===== src/rtl/time_set_scan.sv =====
// MM:SS clock with a RUN/SET_MIN/SET_SEC editor and a 4-digit multiplexed display.
// Time is kept as packed BCD; digit/anode/digSet are registered off the current scan index.
module time_set_scan #(
  parameter int TICK_DIV  = 50000000,
  parameter int SCAN_DIV  = 50000,
  parameter int BLINK_DIV = 12500000
) (
  input  logic       clk,
  input  logic       rst_n,
  input  logic       btnMode,
  input  logic       btnInc,
  input  logic       En,
  output logic [3:0] digit,
  output logic       digEn,
  output logic       digSet,
  output logic [3:0] anode,
  output logic [1:0] mode
);

  localparam int TW = (TICK_DIV  > 1) ? $clog2(TICK_DIV)  : 1;
  localparam int SW = (SCAN_DIV  > 1) ? $clog2(SCAN_DIV)  : 1;
  localparam int BW = (BLINK_DIV > 1) ? $clog2(BLINK_DIV) : 1;
  localparam logic [TW-1:0] TICK_MAX  = TW'(TICK_DIV - 1);
  localparam logic [SW-1:0] SCAN_MAX  = SW'(SCAN_DIV - 1);
  localparam logic [BW-1:0] BLINK_MAX = BW'(BLINK_DIV - 1);

  typedef enum logic [1:0] {RUN = 2'b00, SET_MIN = 2'b01, SET_SEC = 2'b10} mode_e;

  mode_e         state, state_nxt;
  logic [TW-1:0] tick_cnt;
  logic [SW-1:0] scan_cnt;
  logic [BW-1:0] blink_cnt;
  logic [1:0]    idx;
  logic          blink_phase;
  logic [7:0]    min_bcd, sec_bcd;
  logic          tick, edit_inc, editing;

  // BCD 00..59 increment with wrap to 00
  function automatic logic [7:0] bcd_inc(input logic [7:0] v);
    if (v[3:0] == 4'd9) return (v[7:4] == 4'd5) ? 8'h00 : {v[7:4] + 4'd1, 4'd0};
    return {v[7:4], v[3:0] + 4'd1};
  endfunction

  assign tick     = (state == RUN) && (tick_cnt == TICK_MAX);
  assign edit_inc = btnInc && !btnMode;
  assign mode     = state;

  always_comb begin
    state_nxt = state;
    if (btnMode) begin
      case (state)
        RUN:     state_nxt = SET_MIN;
        SET_MIN: state_nxt = SET_SEC;
        default: state_nxt = RUN;
      endcase
    end
  end

  always_ff @(posedge clk) begin
    if (!rst_n) state <= RUN;
    else        state <= state_nxt;
  end

  // Timebase and time fields; tick only fires in RUN, edits only outside RUN
  always_ff @(posedge clk) begin
    if (!rst_n) begin
      tick_cnt <= '0;
      min_bcd  <= 8'h00;
      sec_bcd  <= 8'h00;
    end else begin
      if (state != RUN) tick_cnt <= '0;
      else if (tick)    tick_cnt <= '0;
      else              tick_cnt <= tick_cnt + 1'b1;

      if (tick) begin
        sec_bcd <= bcd_inc(sec_bcd);
        if (sec_bcd == 8'h59) min_bcd <= bcd_inc(min_bcd);
      end else if (edit_inc && state == SET_MIN) begin
        min_bcd <= bcd_inc(min_bcd);
      end else if (edit_inc && state == SET_SEC) begin
        sec_bcd <= bcd_inc(sec_bcd);
      end
    end
  end

  always_ff @(posedge clk) begin
    if (!rst_n) begin
      scan_cnt    <= '0;
      idx         <= 2'd0;
      blink_cnt   <= '0;
      blink_phase <= 1'b1;
    end else begin
      if (scan_cnt == SCAN_MAX) begin
        scan_cnt <= '0;
        idx      <= idx + 2'd1;
      end else begin
        scan_cnt <= scan_cnt + 1'b1;
      end
      if (blink_cnt == BLINK_MAX) begin
        blink_cnt   <= '0;
        blink_phase <= ~blink_phase;
      end else begin
        blink_cnt <= blink_cnt + 1'b1;
      end
    end
  end

  assign editing = ((state == SET_MIN) && idx[1]) || ((state == SET_SEC) && !idx[1]);

  always_ff @(posedge clk) begin
    if (!rst_n) begin
      digit  <= 4'd0;
      anode  <= 4'b1110;
      digSet <= 1'b1;
      digEn  <= 1'b0;
    end else begin
      case (idx)
        2'd0:    digit <= sec_bcd[3:0];
        2'd1:    digit <= sec_bcd[7:4];
        2'd2:    digit <= min_bcd[3:0];
        default: digit <= min_bcd[7:4];
      endcase
      anode  <= En ? ~(4'b0001 << idx) : 4'b1111;
      digSet <= ~(editing && !blink_phase);
      digEn  <= En;
    end
  end

endmodule


===== config.mk =====
export PLATFORM = sky130hd
export DESIGN_NAME = time_set_scan
export DESIGN_NICKNAME = d
export VERILOG_FILES = /design/src/rtl/time_set_scan.sv
export SDC_FILE = /design/constraint.sdc
export NUM_CORES = 1
export LEC_CHECK = 0
export ABC_AREA = 1
export BUFFER_PORTS_ARGS = -buffer_cell sky130_fd_sc_hd__buf_2
export CORE_UTILIZATION = 56
export DETAILED_ROUTE_END_ITERATION = 10
export MAX_ROUTING_LAYER = met4
export PLACE_DENSITY = 0.73
export SLEW_MARGIN = 25
export SYNTH_ARGS = -nofsm -noshare
export SYNTH_HDL_FRONTEND = slang
export SYNTH_SLANG_ARGS = --single-unit

===== constraint.sdc =====
create_clock -name clk -period 1.5 [get_ports clk]
set_input_delay 0.15 -clock clk [delete_from_list [all_inputs] [get_ports clk]]
set_output_delay 0.15 -clock clk [all_outputs]
set_load 0.1 [all_outputs]

==> qor.csv, run 1 <==
metric;value;unit
outcome;finished, violations left;
violations;negative setup slack;
clkPwrFrac;34.5;%
rrSetupSlack;-0.07;ns
yosys_warnings;0;
min_from;rst_n;
synthCells;684;
layout.nets;792;
seq_area_frac_synth;40.5;%
initial_core_util;58.1;%
drv_slew;0;
required;1.80;ns
worstHoldEndpoint;digSet$_SDFF_PN1_;
end_kind;flip-flop;
h-tree-depth;3;
routedWlPerCell;14.0;um
postRouteWirelength;12.4;mm
hold_ws;0.224;ns
path_class;reg2reg;
async_reset_ff_share;0;%
cts_root_buf;clkbuf_8;
finalCritPeriodShare;105;%
crit_top_cell;nand2_4;
tightest_slew;0.487;ns
grt_max_degree;23;
use_met3;4.51;%
final_area;6230;sq um
final_util;75.4;%
hp-class;in2reg;
rows;33;
synth_cell_types;34;
ys.flop_type;dfxtp_1;
swShare;26.5;%
worst_slack;-0.0718;ns
period_minus_slack;1.57;ns
syn2layout_area_growth;29.7;%
core_area;8260;sq um
post-route-drc-count;0;
synth.avg_cell_area;7.02;sq um
powerDensity;727;nW/um^2
slew_headroom;67.8;%
dr.pass1.iters;4;
path_max_fanout;7;
diodes;0;
synth_seq_cells;97;
met1_usage;33.2;%
vias;4711;
dieArea;8950;sq um
cp_slowest_cell;dfxtp_2;
grt_pass1_wl;19.1;mm
p_sw;1200;uW
ys_top_cells_by_area;dfxtp_1, nand2_1, nor2_1, inv_1, a21oi_1;
cts_buffers;9;
drtIter0Drc;191;
clk_path_buf_depth;2;
port_buffers;16;
crit_path_start_kind;flip-flop;
yosys.area.top_type;dfxtp_1;
syn-num-nets;701;
finalClockSkew;0.0127;ns
final_layout_size_suffix_gt1_share;30.0;%
grt_overflow_total;0;
clock-sinks;97;
first_global_vias;4385;
antenna_found_initial;0;
rsz0062_at_grt;yes;
dp_slack;-0.153;ns
p_seq_share;58.2;%
via_per_inst;5.32;
hold_viol_final;0;
crit_chain;ha_4, nand2_4, nor2_4, nand2_1, nor2_2, nand2_2, nand2_4, buf_6, nand4_1, a21oi_1;
clk_latency;0.37;ns
synth_edf_count;0;
pin_count;17;
rr_worst_depth;10;
yosysMostFrequentCell;nand2_1;
fillCellCount;610;
globalplace.congestion;0.918;
ir_worst_vdd;0.549;mV
setup_viol;23;
die_width;94.6;um
tritoncts;yes;
reg2reg_from;tick_cnt[1]$_SDFF_PP0_;
max_cap_viol_count;0;
dpl_cell_area;5350;sq um
synth_top_area_share;40.5;%
hold_depth;3;
met2_usage;46.1;%
grt.busiest_layer;met2;
synth_commonest_cells;nand2_1, dfxtp_1, nor2_1, inv_1, a21oi_1;
leakagePower;0.00247;uW
fmax;636;MHz
reg2reg_to;sec_bcd[7]$_SDFFE_PN0P_;
cell_internal_pwr;3330;uW
die_h;94.6;um
clkTransAtPathRegs;0.10;ns
pwr-share-comb;7.3;%
syn_area;4800;sq um
ant_nets;0;
grt_usage;27.5;%
crit_arrival;1.88;ns
cpPeakStageDelay;0.37;ns
dp_hpwl;7.98;mm
[critical path: cells and delay by family (launching register included)]
| kind | cells | cell delay [ns] |
|---|---|---|
| adder cells (fa/ha/maj) | 1 | 0.15 |
| AO/OA/AOI/OAI | 1 | 0.16 |
| flip-flops | 1 | 0.37 |
| AND/OR/NAND/NOR | 7 | 0.71 |
| buffers and inverters | 1 | 0.13 |
[flip-flops by register name (all words and copies together) (netlist names)]
register and count:
scan_cnt 16, blink_phase 1, min_bcd 8, digSet 1
sec_bcd 8, digEn 1, tick_cnt 26, digit 4
idx 2, mode 2, blink_cnt 24, anode 4
[placed cells by master (no fill, tap or decap), drive strengths merged, types with 9 or more instances in the layout]
cell,instances
a21oi,54
buf,88
clkbuf,9
dfxtp,97
ha,12
inv,93
nand2,161
nand3,34
nand4,20
nor2,102
nor3,31
o21ai,18
xor2,14
[cell type report]
cell class / instances / area [sq um] / share of cell area (%)
repair buffers: 90 / 732 / 11.8
multi-input cells: 485 / 2860 / 45.9
clock buffers: 9 / 124 / 1.99
flip-flops and latches: 97 / 1990 / 31.9
well taps: 105 / 131 / 2.11
clock inverters: 7 / 45.0 / 0.723
inverters: 92 / 348 / 5.59
[what timing repair did]
action	4_1_cts	5_1_grt
gates resized for setup	39	115
endpoints found under the hold margin	2	0
cloned	3	0
hold buffers	2	0
pin swaps	13	37
setup buffers	5	16
endpoints found under the setup margin	63	78
[power groups by stage]
stage               logic, uW  registers, uW  clock network [uW]
finish                    330           2630                1560
global route              356           2640                1670
CTS                       295           2630                1550
detailed placement        253           2680                   0
global placement          247           2680                   0
floorplan                 112           2740                   0
[worst max path at each step]
stage | start | end | slack (ns) | depth (start not counted)
5_1_grt | tick_cnt[0]$_SDFF_PP0_ | sec_bcd[7]$_SDFFE_PN0P_ | -0.17 | 10
3_5_place_dp | scan_cnt[0]$_SDFF_PP0_ | scan_cnt[12]$_SDFF_PP0_ | -0.15 | 10
3_3_place_gp | tick_cnt[0]$_SDFF_PP0_ | sec_bcd[6]$_SDFFE_PN0P_ | -0.02 | 10
6_report | tick_cnt[1]$_SDFF_PP0_ | sec_bcd[7]$_SDFFE_PN0P_ | -0.07 | 10
2_1_floorplan | blink_cnt[0]$_SDFF_PP0_ | blink_cnt[14]$_SDFF_PP0_ | 0.003 | 9
4_1_cts | tick_cnt[0]$_SDFF_PP0_ | tick_cnt[21]$_SDFF_PP0_ | -0.06 | 9
[per-layer routing]
| layer | share of wire [%] | vias to the layer above |
|---|---|---|
| li1 | - | 2385 |
| met1 | 44 | 2195 |
| met2 | 50 | 101 |
| met3 | 3.7 | 30 |
| met4 | 2.4 | 0 |
| met5 | 0 | - |
[through the flow]
stage / TNS (ns) / total power (uW) / std cells
floorplan: 0 / 2850 / 684
global placement: -0.110 / 2930 / 844
detailed placement: -2.73 / 2930 / 844
CTS: -0.542 / 4480 / 870
global route: -3.80 / 4660 / 885
finish: -0.455 / 4520 / 885
[cells by family after synthesis]
group	after synthesis	synth area share [%]
AO/OA/AOI/OAI	85	9.36
XOR/XNOR	20	3.65
adder cells (fa/ha/maj)	12	3.13
buffers and inverters	103	8.68
flip-flops	97	40.5
AND/OR/NAND/NOR	367	34.7
Power figures use the tool's default switching activity.
==> inputs of run 2 (changes only) <==
- CORE_UTILIZATION: 56 -> 54
- PLACE_DENSITY: 0.73 -> 0.71
==> run 2 against run 1 <==
  * The flow still finishes with violations (negative setup slack)
  * Routed wire length down 4.9%
  * Highest routed layer unchanged
  * Maximum frequency up 2.3%
  * Register-to-register slack better by 0.03 ns
  * Hold slack worse by 0.18 ns
  * Non-clock buffer count down 11
  * Setup slack better by 0.035 ns
  * Combinational power down 3%
  * Sequential power about the same
  * Sequential cell count unchanged
==> qor.csv, run 2 (synthesis gave the netlist of run 1 again) <==
metric;value;unit;change
hold_viol_final;0;;unchanged
h-tree-depth;3;;unchanged
outcome;finished, violations left;;unchanged
max_cap_viol_count;0;;unchanged
required;1.81;ns;was 1.80 ns
dpl_cell_area;5320;sq um;was 5350 sq um
path_class;reg2reg;;unchanged
dr.pass1.iters;5;;was 4
crit_path_start_kind;flip-flop;;unchanged
leakagePower;0.00236;uW;was 0.00247 uW
die_h;96.3;um;was 94.6 um
dp_hpwl;7.72;mm;was 7.98 mm
postRouteWirelength;11.8;mm;was 12.4 mm
clock-sinks;97;;unchanged
drv_slew;0;;unchanged
fmax;651;MHz;was 636 MHz
final_area;6090;sq um;was 6230 sq um
vias;4691;;was 4711
final_util;70.2;%;was 75.4%
grt_pass1_wl;17.5;mm;was 19.1 mm
cp_slowest_cell;dfxtp_2;;unchanged
cts_buffers;9;;unchanged
routedWlPerCell;13.4;um;was 14.0 um
grt_max_degree;25;;was 23
drtIter0Drc;204;;was 191
finalCritPeriodShare;102;%;was 105%
slew_headroom;67.8;%;about the same
pin_count;17;;unchanged
setup_viol;3;;was 23
tightest_slew;0.486;ns;was 0.487 ns
mostFrequentLayoutCell;nand2_1;;unchanged
tritoncts;yes;;unchanged
die_width;96.3;um;was 94.6 um
layout_common_cells;nand2_1, inv_1, dfxtp_1;;was nand2_1, inv_1, nor2_1
crit_arrival;1.85;ns;was 1.88 ns
worst_slack;-0.0369;ns;was -0.0718 ns
grt_overflow_total;0;;unchanged
initial_core_util;55.3;%;was 58.1%
via_per_inst;5.34;;was 5.32
first_global_vias;4142;;was 4385
rsz0062_at_grt;yes;;unchanged
port_buffers;16;;unchanged
dieArea;9270;sq um;was 8950 sq um
antenna_found_initial;0;;unchanged
final_layout_size_suffix_gt1_share;26.2;%;was 30.0%
rows;34;;was 33
cts_root_buf;clkbuf_8;;unchanged
clk_latency;0.37;ns;about the same
violations;negative setup slack;;unchanged
path_max_fanout;7;;unchanged
crit_top_cell;nor2_4;;was nand2_4
ir_worst_vdd;0.551;mV;was 0.549 mV
hp-class;in2reg;;unchanged
diodes;0;;unchanged
top_regs;tick_cnt x26, blink_cnt x24, scan_cnt x16;;unchanged
largest-register;tick_cnt;;unchanged
post-route-drc-count;0;;unchanged
fillCellCount;703;;was 610
powerDensity;775;nW/um^2;was 727 nW/um^2
finalClockSkew;0.0157;ns;was 0.0127 ns
crit_chain;ha_4, nand2_4, nor2_4, nand2_2, nor2_4, nand3_4, nand2_8, nand3_2, nand2_1, inv_1, nor2_1;;was ha_4, nand2_4, nor2_4, nand2_1, nor2_2, nand2_2, nand2_4, buf_6, nand4_1, a21oi_1
cpPeakStageDelay;0.36;ns;was 0.37 ns
syn2layout_area_growth;26.9;%;was 29.7%
end_kind;flip-flop;;unchanged
ant_nets;0;;unchanged
largest_register_ffs;26;;unchanged
layout.nets;782;;was 792
core_area;8680;sq um;was 8260 sq um
clk_path_buf_depth;2;;unchanged
globalplace.congestion;0.922;;was 0.918
grt_usage;24.6;%;was 27.5%
period_minus_slack;1.54;ns;was 1.57 ns
clkTransAtPathRegs;0.10;ns;about the same
[run 2: where the power goes]
group	switching, uW	total (uW)	internal [uW]
clock	946	1770	819
sequential	28.3	2630	2600
combinational	195	321	126
total	1170	4720	3550
[run 2: per-stage QoR]
| stage | hold slack [ns] | setup slack (ns) | total power [uW] | TNS [ns] | cells |
|---|---|---|---|---|---|
| global placement | 0.354 | -0.0342 | 2920 | -0.152 | 843 |
| CTS | 0.0336 | -0.0186 | 4670 | -0.0395 | 863 |
| floorplan | 0.230 | 0.00346 | 2850 | 0 | 684 |
| global route | 0.0858 | -0.134 | 4880 | -2.34 | 878 |
| finish | 0.0442 | -0.0369 | 4720 | -0.0556 | 878 |
| detailed placement | 0.353 | -0.0940 | 2930 | -0.974 | 843 |
[run 2: worst max-delay path, delay by kind of cell, from the launching register on]
kind | cells | cell delay (ns)
flops | 1 | 0.36
simple gates | 9 | 0.91
fa+ha+maj | 1 | 0.15
buf+inv | 1 | 0.05
[run 2: final timing paths]
path	endpoint	from	slack, ns	depth (start not counted)
max	min_bcd[7]$_SDFFE_PN0P_	tick_cnt[1]$_SDFF_PP0_	-0.04	11
max reg2reg	min_bcd[7]$_SDFFE_PN0P_	tick_cnt[1]$_SDFF_PP0_	-0.04	11
min reg2reg	blink_cnt[0]$_SDFF_PP0_	blink_cnt[0]$_SDFF_PP0_	0.45	1
min	mode[0]$_SDFFE_PN0P_	rst_n	0.04	3
[run 2: repair_timing]
action,in CTS,in global routing
gates cloned,1,4
pin swaps,3,33
hold buffers,2,0
endpoints found under the setup margin,47,84
hold endpoints to repair,3,0
resized for setup,18,101
buffers inserted,1,11
[run 2: final cells by class]
| cell class | instances | area (sq um) | area share [%] |
|---|---|---|---|
| Multi-Input combinational cell | 486 | 2780 | 45.7 |
| Sequential cell | 97 | 1980 | 32.5 |
| Timing Repair Buffer | 79 | 641 | 10.5 |
| Inverter | 92 | 348 | 5.71 |
| Clock buffer | 10 | 138 | 2.26 |
| Tap cell | 108 | 135 | 2.22 |
| Clock inverter | 6 | 66.3 | 1.09 |
[run 2: metal layers]
layer / routed length, um / track usage [%]
met5: 0 / -
met4: 153 / 9.08
met3: 452 / 3.24
met2: 6030 / 42.7
met1: 5120 / 28.8
==> inputs of run 3 (changes only) <==
- CELL_PAD_IN_SITES_DETAIL_PLACEMENT: unset -> 0
- CELL_PAD_IN_SITES_GLOBAL_PLACEMENT: unset -> 1
- CORE_UTILIZATION: 54 -> 41
- PLACE_DENSITY: 0.71 -> 0.73
==> run 3 against run 2 <==
  * The run still ends with negative setup slack left
  * Global-route usage is 4.7 points lower
  * Routed wire length is 0.33% lower
  * First-iteration DRC count is 49% higher
  * Via count is 2.0% lower
  * Critical endpoint is now tick_cnt[13]$_SDFF_PP0_
  * Highest routed layer unchanged
==> qor.csv, run 3 (synthesis gave the netlist of run 1 again) <==
metric;value;unit;change
hold_viol_final;0;;unchanged
largest-register;tick_cnt;;unchanged
layout.cells.non_filler;930;;was 878
h-tree-depth;3;;unchanged
dp_slack;-0.108;ns;was -0.0940 ns
via_per_inst;4.94;;was 5.34
finalCritPeriodShare;101;%;was 102%
grt_max_degree;23;;was 25
top_regs;tick_cnt x26, blink_cnt x24, scan_cnt x16;;unchanged
final_layout_size_suffix_gt1_share;29.1;%;was 26.2%
layout.nets;800;;was 782
grt_overflow_total;0;;unchanged
die_width;110;um;was 96.3 um
diodes;0;;unchanged
clock-sinks;97;;unchanged
cts_buffers;9;;unchanged
routedWlPerCell;12.6;um;was 13.4 um
dp_cells;901;;was 843
power.total;5290;uW;was 4720 uW
dp_hpwl;8.14;mm;was 7.72 mm
fmax;658;MHz;was 651 MHz
dieArea;12100;sq um;was 9270 sq um
crit_chain;ha_4, nand2_4, nor2_4, nand2_2, nor2_4, nand2_4, nand2_8, buf_12, a21oi_1, o21a_1;;was ha_4, nand2_4, nor2_4, nand2_2, nor2_4, nand3_4, nand2_8, nand3_2, nand2_1, inv_1, nor2_1
core_area;11400;sq um;was 8680 sq um
port_buffers;16;;unchanged
rows;39;;was 34
slew_headroom;67.8;%;about the same
end_kind;flip-flop;;unchanged
powerDensity;824;nW/um^2;was 775 nW/um^2
max_cap_viol_count;0;;unchanged
globalplace.congestion;0.921;;was 0.922
required;1.74;ns;was 1.81 ns
die_h;110;um;was 96.3 um
grt_usage;19.9;%;was 24.6%
layout_common_cells;nand2_1, inv_1, dfxtp_1;;unchanged
ant_nets;0;;unchanged
largest_register_ffs;26;;unchanged
period_minus_slack;1.52;ns;was 1.54 ns
path_max_fanout;6;;was 7
finalClockSkew;0.00621;ns;was 0.0157 ns
drv_slew;0;;unchanged
path_class;reg2reg;;unchanged
tritoncts;yes;;unchanged
clk_latency;0.35;ns;was 0.37 ns
clk_path_buf_depth;2;;unchanged
leakagePower;0.00253;uW;was 0.00236 uW
cts_root_buf;clkbuf_16;;was clkbuf_8
dr.pass1.iters;5;;unchanged
cpPeakStageDelay;0.35;ns;was 0.36 ns
mostFrequentLayoutCell;nand2_1;;unchanged
crit_arrival;1.76;ns;was 1.85 ns
first_global_vias;4111;;was 4142
rsz0062_at_grt;yes;;unchanged
clkTransAtPathRegs;0.06;ns;was 0.10 ns
violations;negative setup slack;;unchanged
grt_pass1_wl;18.3;mm;was 17.5 mm
setup_viol;6;;was 3
vias;4595;;was 4691
initial_core_util;42.0;%;was 55.3%
postRouteWirelength;11.7;mm;was 11.8 mm
tightest_slew;0.486;ns;about the same
syn2layout_area_growth;33.7;%;was 26.9%
hp-class;in2reg;;unchanged
outcome;finished, violations left;;unchanged
crit_path_start_kind;flip-flop;;unchanged
antenna_found_initial;0;;unchanged
pin_count;17;;unchanged
worst_slack;-0.0198;ns;was -0.0369 ns
cp_slowest_cell;dfxtp_2;;unchanged
drtIter0Drc;304;;was 204
ir_worst_vdd;0.659;mV;was 0.551 mV
post-route-drc-count;0;;unchanged
==> run 3: power by group <==
part           internal, uW  total [uW]  switching (uW)
Sequential             2610        2630            24.1
Clock                  1370        2320             948
Combinational           135         341             207
Total                  4110        5290            1180
==> run 3: timing repair <==
item / 4_1_cts / 5_1_grt
resized for setup: 22 / 113
setup buffers: 1 / 8
cloned: 1 / 4
setup endpoints to repair: 33 / 84
endpoints found under the hold margin: 1 / 0
hold buffers: 1 / 0
pin swaps: 2 / 27
==> run 3: worst paths after layout <==
path                                 from                 endpoint  slack, ns  depth (start not counted)
setup / recovery   tick_cnt[0]$_SDFF_PP0_  tick_cnt[13]$_SDFF_PP0_      -0.02                         10
hold / removal                    btnMode     mode[0]$_SDFFE_PN0P_       0.03                          2
setup reg to reg   tick_cnt[0]$_SDFF_PP0_  tick_cnt[13]$_SDFF_PP0_      -0.02                         10
hold reg to reg   scan_cnt[14]$_SDFF_PP0_  scan_cnt[14]$_SDFF_PP0_       0.48                          2
==> run 3: cell type report <==
type,count,area [sq um]
clock buffer,12,256
sequential,97,1970
tap,143,179
fill,1066,5000
multi-input combinational,486,2850
timing repair buffer,97,772
inverter,92,350
clock inverter,3,40.0
==> run 3: worst max-delay path, delay by kind of cell (launching register included) <==
kind	cells	cell delay (ns)
buffers and inverters	1	0.13
AO/OA/AOI/OAI	2	0.14
AND/OR/NAND/NOR	6	0.63
flip-flops	1	0.35
adder cells (fa/ha/maj)	1	0.15
==> run 3: stage by stage <==
| step | setup TNS, ns | cell area [sq um] | utilization (%) | hold WS [ns] |
|---|---|---|---|---|
| floorplan | 0 | 4810 | - | 0.230 |
| global placement | -0.163 | 5530 | 48.4 | 0.354 |
| detailed placement | -1.23 | 5530 | 48.4 | 0.363 |
| CTS | 0 | 5930 | 51.9 | 0.0106 |
| global route | -2.87 | 6420 | 56.2 | 0.0257 |
| finish | -0.0845 | 6420 | 56.2 | 0.0258 |
==> run 3: layer usage <==
metal | part of all wire (%) | global-route usage [%] | vias to the layer above
met5 | 0 | - | -
met4 | 1.6 | 9.02 | 0
met3 | 1.9 | 3.41 | 15
met2 | 48 | 32.2 | 43
met1 | 49 | 24.2 | 2133
li1 | - | - | 2404
